`config.mk`:
```
export PLATFORM = sky130hd
export DESIGN_NAME = axis_burst_buffer
export DESIGN_NICKNAME = d
export VERILOG_FILES = /design/src/rtl/axis_burst_buffer.sv
export SDC_FILE = /design/constraint.sdc
export NUM_CORES = 2
export LEC_CHECK = 0
export CORE_MARGIN = 2
export CORE_UTILIZATION = 50
export CTS_CLUSTER_DIAMETER = 60
export DETAILED_ROUTE_END_ITERATION = 10
export GPL_TIMING_DRIVEN = 0
export PLACE_DENSITY_LB_ADDON = 0.2
export SLEW_MARGIN = 25
export SYNTH_ARGS = -nofsm -noshare
export SYNTH_HDL_FRONTEND = slang
export SYNTH_SLANG_ARGS = --single-unit
```
`constraint.sdc`:
```
create_clock -name clk40 -period 7 [get_ports clk40]
set_input_delay 0.7 -clock clk40 [delete_from_list [all_inputs] [get_ports clk40]]
set_output_delay 0.7 -clock clk40 [all_outputs]
set_load 0.005 [all_outputs]
```
`src/rtl/axis_burst_buffer.sv`:
```
// axis_burst_buffer
//
// Per-lane buffer between the lane splitter and the DMA fabric. Stores a
// valid-only 32-bit input stream in a first-word-fall-through FIFO and
// re-emits it as a backpressured AXI4-Stream in fixed-length bursts framed
// with TLAST. Words arriving while the FIFO is full are dropped and counted.
//
// Optional feature: define AXIS_BURST_BUFFER_FLUSH_EN to let 'flush' drain a
// partial burst while idle. Without the macro, 'flush' is ignored.
//
// Parameters:
//   DEPTH      FIFO depth in words (power of two, 4..1024)
//   BURST_LEN  words per burst (2..DEPTH)
//
// Ports:
//   clk40           sole clock
//   rstb            asynchronous active-low reset
//   S_AXIS_TDATA    input word
//   S_AXIS_TVALID   input valid (source never stalls)
//   M_AXIS_TDATA    output word, 0 while M_AXIS_TVALID is low
//   M_AXIS_TVALID   output valid
//   M_AXIS_TREADY   downstream ready
//   M_AXIS_TLAST    last word of a burst
//   flush           level request to drain a partial burst
//   fill_level      words stored and not yet accepted downstream
//   overflow_count  saturating count of dropped input words
`timescale 1ns/1ps

module axis_burst_buffer #(
    parameter int unsigned DEPTH     = 64,
    parameter int unsigned BURST_LEN = 16
) (
    input  logic                   clk40,
    input  logic                   rstb,
    input  logic [31:0]            S_AXIS_TDATA,
    input  logic                   S_AXIS_TVALID,
    output logic [31:0]            M_AXIS_TDATA,
    output logic                   M_AXIS_TVALID,
    input  logic                   M_AXIS_TREADY,
    output logic                   M_AXIS_TLAST,
    input  logic                   flush,
    output logic [$clog2(DEPTH):0] fill_level,
    output logic [15:0]            overflow_count
);

    localparam int unsigned        AddrW     = $clog2(DEPTH);
    localparam logic [AddrW:0]     FillFull  = (AddrW+1)'(DEPTH);
    localparam logic [AddrW:0]     FillBurst = (AddrW+1)'(BURST_LEN);
    localparam logic [AddrW:0]     FillOne   = (AddrW+1)'(1);
    localparam logic [AddrW:0]     FillTwo   = (AddrW+1)'(2);
    localparam logic [AddrW-1:0]   PtrOne    = AddrW'(1);

    typedef enum logic {StIdle, StBurst} state_e;

    state_e            state_q;
    logic              valid_q;
    logic              last_q;
    logic [AddrW:0]    beat_q;
    logic [AddrW:0]    blen_q;
    logic [AddrW:0]    fill_q;
    logic [AddrW-1:0]  wr_ptr_q;
    logic [AddrW-1:0]  rd_ptr_q;
    logic [15:0]       ovf_q;
    logic [31:0]       mem [DEPTH];

    logic wr_en;
    logic rd_en;
    logic drop;

    // Full check uses the registered level, so a same-cycle read never frees
    // room for the incoming word.
    always_comb begin
        wr_en = S_AXIS_TVALID && (fill_q != FillFull);
        drop  = S_AXIS_TVALID && (fill_q == FillFull);
        rd_en = valid_q && M_AXIS_TREADY;
    end

    always_ff @(posedge clk40) begin
        if (wr_en) begin
            mem[wr_ptr_q] <= S_AXIS_TDATA;
        end
    end

    always_ff @(posedge clk40 or negedge rstb) begin
        if (!rstb) begin
            wr_ptr_q <= '0;
            rd_ptr_q <= '0;
            fill_q   <= '0;
            ovf_q    <= '0;
        end else begin
            if (wr_en) begin
                wr_ptr_q <= wr_ptr_q + PtrOne;
            end
            if (rd_en) begin
                rd_ptr_q <= rd_ptr_q + PtrOne;
            end
            if (wr_en && !rd_en) begin
                fill_q <= fill_q + FillOne;
            end else if (!wr_en && rd_en) begin
                fill_q <= fill_q - FillOne;
            end
            if (drop && (ovf_q != 16'hFFFF)) begin
                ovf_q <= ovf_q + 16'd1;
            end
        end
    end

    // Burst framing. A burst only starts once all its words are stored, so
    // TVALID can stay high for the whole burst. The idle cycle after TLAST is
    // inherent: the start condition is only evaluated in StIdle.
    always_ff @(posedge clk40 or negedge rstb) begin
        if (!rstb) begin
            state_q <= StIdle;
            valid_q <= 1'b0;
            last_q  <= 1'b0;
            beat_q  <= '0;
            blen_q  <= '0;
        end else begin
            unique case (state_q)
                StIdle: begin
                    if (fill_q >= FillBurst) begin
                        state_q <= StBurst;
                        valid_q <= 1'b1;
                        last_q  <= 1'b0;
                        beat_q  <= '0;
                        blen_q  <= FillBurst;
                    end
`ifdef AXIS_BURST_BUFFER_FLUSH_EN
                    else if (flush && (fill_q != '0)) begin
                        state_q <= StBurst;
                        valid_q <= 1'b1;
                        last_q  <= (fill_q == FillOne);
                        beat_q  <= '0;
                        blen_q  <= fill_q;
                    end
`endif
                end
                StBurst: begin
                    if (rd_en) begin
                        if (last_q) begin
                            state_q <= StIdle;
                            valid_q <= 1'b0;
                            last_q  <= 1'b0;
                        end else begin
                            beat_q <= beat_q + FillOne;
                            // Next beat is last when beat_q+1 == blen_q-1.
                            last_q <= ((beat_q + FillTwo) == blen_q);
                        end
                    end
                end
                default: begin
                    state_q <= StIdle;
                    valid_q <= 1'b0;
                    last_q  <= 1'b0;
                end
            endcase
        end
    end

`ifndef AXIS_BURST_BUFFER_FLUSH_EN
    logic unused_flush;
    assign unused_flush = flush;
`endif

    assign M_AXIS_TVALID  = valid_q;
    assign M_AXIS_TLAST   = last_q;
    assign M_AXIS_TDATA   = valid_q ? mem[rd_ptr_q] : 32'd0;
    assign fill_level     = fill_q;
    assign overflow_count = ovf_q;

endmodule

```
==> After elaboration in Yosys (flattened, before gate mapping) <==
Memories as Yosys holds them, arrays and structs flattened.
Index checks and enable logic that the tools add are counted.
{ "classes": {"add_sub_neg": 7, "order_cmp": 1, "eq_ne": 8, "n_mux": 21, "n_bitwise": 1, "n_reduce_logical": 13} }
{ "op_table": {"columns": ["op", "count"], "rows": [
  ["7-bit two-way mux", 5],
  ["32-bit two-way mux", 1],
  ["16-bit by 1-bit adder with 16-bit output, second input constant", 1],
  ["16-bit inequality test, second input constant", 1],
  ["7-bit by 1-bit adder with 7-bit output, second input constant", 2],
  ["7-bit case mux with 2 select lines", 1],
  ["6-bit by 1-bit adder with 6-bit output, second input constant", 2],
  ["1-bit two-way mux", 11],
  ["7-bit by 2-bit adder with 7-bit output, second input constant", 1],
  ["7-bit by 5-bit == test with 1-bit output", 1],
  ["7-bit == test, second input constant", 1],
  ["7-bit by 5-bit greater-or-equal comparator with 1-bit output, second input constant", 1],
  ["7-bit inequality test, second input constant", 1],
  ["7-bit by 1-bit subtractor with 7-bit output, second input constant", 1],
  ["1-bit logical AND", 6],
  ["1-bit case mux with 2 select lines", 3],
  ["3-bit AND reduction", 2],
  ["2-bit by 1-bit inequality test with 1-bit output, second input constant", 2],
  ["2-bit inequality test, second input constant", 2],
  ["2-bit AND reduction", 2],
  ["1-bit logical NOT", 2],
  ["2-bit nonzero test", 1],
  ["1-bit inverter", 1]
]} }
{ "totals": {"regBits": 46, "ramBits": 2048, "in_bits": 37, "out_inout_bits": 57, "word_cells": 61, "n_memories": 1} }
{ "mem_list": {"columns": ["name", "words", "width", "rd", "rd_ports_with_merged_regs", "wr", "line_no", "rtl"], "rows": [
  ["mem", 64, 32, 1, 0, 1, "64", "logic [31:0] mem [DEPTH];"]
]} }

==> Longest topological paths before layout <==
{ "logic_depth": {"ltp_word": 6, "depth_mapped": 11, "mapped_depth_nobuf": 10} }

==> Least setup slack after synthesis <==
OpenSTA, ideal clock, no wires.
{ "synth_timing": {"path_type": "in2reg", "from": "input port S_AXIS_TVALID", "to": "memory mem[59][0] (enable)", "setup_time_ns": 0.421, "arrival_time_ns": 3.057, "required_ns": 6.579, "setup_slack_ns": 3.522, "path_stages": 5, "n_path_buf": 1, "cell_sequence": "a21boi_0 -> clkbuf_1 -> nor2b_1 -> nand3_1 -> nor2_1"} }
{ "synth_between": {"elab_chain_len": 3} }
{ "synth_rtl": {"columns": ["item", "line_no", "rtl"], "rows": [
  ["start: declaration", "36", "input logic S_AXIS_TVALID,"],
  ["1-bit logical AND", "73", "wr_en = S_AXIS_TVALID && (fill_q != FillFull);"],
  ["named net wr_en", "66", "logic wr_en;"],
  ["1-bit two-way mux", "79", "if (wr_en) begin"],
  ["1-bit two-way mux (implied by the code)", "80", "mem[wr_ptr_q] <= S_AXIS_TDATA;"],
  ["end: declaration", "64", null]
]} }
The timed path passes the listed nets, and every way through them passes these cells.

==> Worst setup path after layout <==
{ "layout_timing": {"from": "register rd_ptr_q[4]", "to": "output port M_AXIS_TDATA[29]"} }
{ "layout_between": {"elab_chain_len": 2} }
{ "layout_rtl": {"columns": ["item", "line_no", "rtl"], "rows": [
  ["start: declaration", "62", "logic [AddrW-1:0] rd_ptr_q;"],
  ["start signal: assignment", "95", "rd_ptr_q <= rd_ptr_q + PtrOne;"],
  ["memory read 64 x 32 bit", null, null],
  ["32-bit two-way mux", "167", "assign M_AXIS_TDATA = valid_q ? mem[rd_ptr_q] : 32'd0;"],
  ["end: declaration", "37", "output logic [31:0] M_AXIS_TDATA,"]
]} }
No other way between the ends.

==> run metrics <==
status=completed; drt via density=6.55; Switching Share=0.340; DRT antenna net count=0; Top FF cell, synth=edfxtp_1; I/O pin cnt=94; Row Count=approximately 150; Gate power share=0.336; CTS Root Cell=clkbuf_16; largest net degree at the start of global routing=65; Area Growth Syn to Fin=18.1%; Setup crit end kind=output pin; RSZ-0062 raised after global routing=false; Filler cells=approximately 11000; CTS tree=yes; die height=405 um; asr flop ratio synth=0.0220; Seq/Total Area, Yosys=0.778; Gate Count Post-Synth=3631; H-tree levels=4; syn_area_per_cell=about 22 um^2; slowest cell on the critical path=clkbuf_1; hold buffer count at CTS=1; Die X=between 400 and 500 um; Final WS setup=between 500 and 600 ps; Tcrit/Tclk final=0.919; Clock Latency Late Sink=about 850 ps; # clock sinks=roughly 2100; Num CTS Buffers=210; syn_nets=between 3000 and 4000; final setup vio count=0; final wirelength=241000 um; Worst-Margin Slew=about 1200 ps; initial antenna violation count=8; largest area contributor in the netlist=edfxtp_1; CP most frequent cell=clkbuf_1; max-cap viol count=0; clock skew=approximately 64 ps; WL/cell=roughly 37 um; Reg clk slew, reported paths=70 ps; vias in the first global route=41100; YS warnings=0; smallest hold slack=between 100 and 150 ps; distinct cell type count after synthesis=66; DRT Pass-1 Iters=6; RD Place Congestion=~0.88; CP Launch Type=flop; Post-Place Worst Slack=between 1500 and 2000 ps; Slew Viols, Final=0; clock power share=0.291; Crit path arrival time=between 5000 and 6000 ps; Util after Layout=0.594; Cell Area, Synth=about 81000 um^2; CTS Buffer Depth=3; CP delay by family, top=buffers and inverters; PostCTS Resize Cnt=0; nets@finish=4140; initial drt markers=7121; Congestion Overflow GR=0; Port Buf Inserts=92; minimum clock period=6430 ps; Cell Area, Placed=approximately 90000 um^2; DRC Markers=0; non-filler instance count after layout=6430; Critical Path RT=between 6000 and 7000 ps; Hold Path Class=in2reg; # placed instances=~6000; first-pass GRT wire length=330000 um; pwr/cell area=407 nW/um^2; fraction of layout cells with a size suffix above 1=0.278; Crit Path Category=reg2out; Slew headroom=0.200; leakage power=around 30 nW; CP Max Fanout=10; Initial Utilization=0.503; Post-synth EDFFs=between 2000 and 2500; f_max=between 150 and 200 MHz; Total Routing Usage GR=0.296; Finished Cell Area=approximately 95000 um^2; worst-path cell chain=clkbuf_1, nor2_1, nand2_1, clkbuf_1, o221ai_1, a21oi_1, a22o_1, clkdlybuf4s50_1; Seq pwr share=0.373; Setup TNS Final=0 ps; Post-CTS Setup Inserts=0; switching pwr=approximately 13 mW; crit path buf inv count=3; Slowest Stage Delay on Critical Path=910 ps; Die Footprint=164000 um^2; Max VDD drop=approximately 320 uV; DP Wirelength=roughly 160000 um; core area=between 150000 and 200000 um^2; Area contributors post-synth=edfxtp_1 76%, mux4_2 13%, mux2i_1 2.1%, dfrtp_1 1.4%, a211oi_1 0.50%; total power=~39 mW; final hold vios=0; Synth top area share=0.764; Yosys reg bits=2094; via count=~42000; Internal Power=25.5 mW
## final cells by class
| class | count | area (um^2) | area share |
|---|---|---|---|
| tap | 2160 | 2700 | 0.0284 |
| multi-input combinational | 1327 | 17300 | 0.182 |
| sequential | 2094 | 62700 | 0.659 |
| timing repair buffer | 246 | 4450 | 0.0467 |
| inverter | 8 | 30.0 | 0.000316 |
| antenna | 2 | 5.00 | 0.0000526 |
| clock buffer | 253 | 5480 | 0.0576 |
| buffer | 202 | 1090 | 0.0115 |
| clock inverter | 138 | 1430 | 0.0150 |
## power groups by stage
stage	sequential (mW)	combinational, mW	clock [mW]
after floorplan	14.7	6.76	0
after global placement	14.7	12.2	0
after detailed placement	14.7	12.8	0
after CTS	14.4	12.8	11.3
after global routing	14.4	13.3	11.8
final	14.4	13.0	11.3
## synth_stat cells, types with 26 or more instances
| cell type | number |
|---|---|
| a211oi_1 | 54 |
| a21oi_1 | 30 |
| a221oi_1 | 26 |
| buf_2 | 71 |
| buf_4 | 30 |
| clkbuf_1 | 78 |
| dfrtp_1 | 46 |
| edfxtp_1 | 2048 |
| mux2i_1 | 171 |
| mux4_2 | 476 |
| nand2_1 | 60 |
| nand3_1 | 27 |
| nor2_1 | 103 |
| o21ai_0 | 52 |
| o221ai_1 | 29 |
| o22ai_1 | 64 |
| xnor2_1 | 29 |
## cells by family after synthesis
group / Yosys count / share of synthesized area
adder cells (fa/ha/maj): 14 / 0.00227
AO/OA/AOI/OAI: 331 / 0.0289
multiplexers: 658 / 0.156
buffers and inverters: 210 / 0.0137
flip-flops: 2094 / 0.778
AND/OR/NAND/NOR: 288 / 0.0171
XOR/XNOR: 36 / 0.00392
## path summary, 6_finish.rpt
| check | startpoint | to | slack [ps] | cells past startpoint |
|---|---|---|---|---|
| min in group asynchronous | rstb | overflow_count[9] | 420 | 2 |
| worst max-delay path | rd_ptr_q[4] | M_AXIS_TDATA[29] | 570 | 8 |
| worst max register to register | fill_level[6] | mem[30][18] | 3060 | 7 |
| max in group asynchronous | rstb | wr_ptr_q[1] | 6130 | 2 |
| worst min-delay path | S_AXIS_TDATA[6] | mem[14][6] | 120 | 1 |
| worst min register to register | blen_q[4] | blen_q[4] | 490 | 1 |
## layer usage
metal	vias to the layer above	GRT usage	routed length, um
met1	22300	0.411	89900
met5	-	0	0
met3	556	0.0724	28200
met2	2871	0.444	109000
met4	0	0.146	13900
li1	16300	-	-
## placed cells by master, fill, tap and decap left out, types with 59 or more instances in the layout
| master | instances |
|---|---|
| buf_12 | 63 |
| mux4_2 | 476 |
| o22ai_1 | 64 |
| buf_2 | 84 |
| edfxtp_1 | 2048 |
| nor2_4 | 64 |
| nand2_1 | 60 |
| buf_16 | 83 |
| clkbuf_1 | 104 |
| clkdlybuf4s50_1 | 59 |
| clkbuf_16 | 213 |
| mux2i_1 | 171 |
## sequential cells by signal, summed over array words and instances (netlist names)
name / count
mem: 2048
overflow_count: 16
beat_q: 7
fill_level: 7
rd_ptr_q: 6
wr_ptr_q: 6
M_AXIS_TLAST: 1
M_AXIS_TVALID: 1
blen_q: 1
state_q: 1
Power figures use the tool's default switching activity.
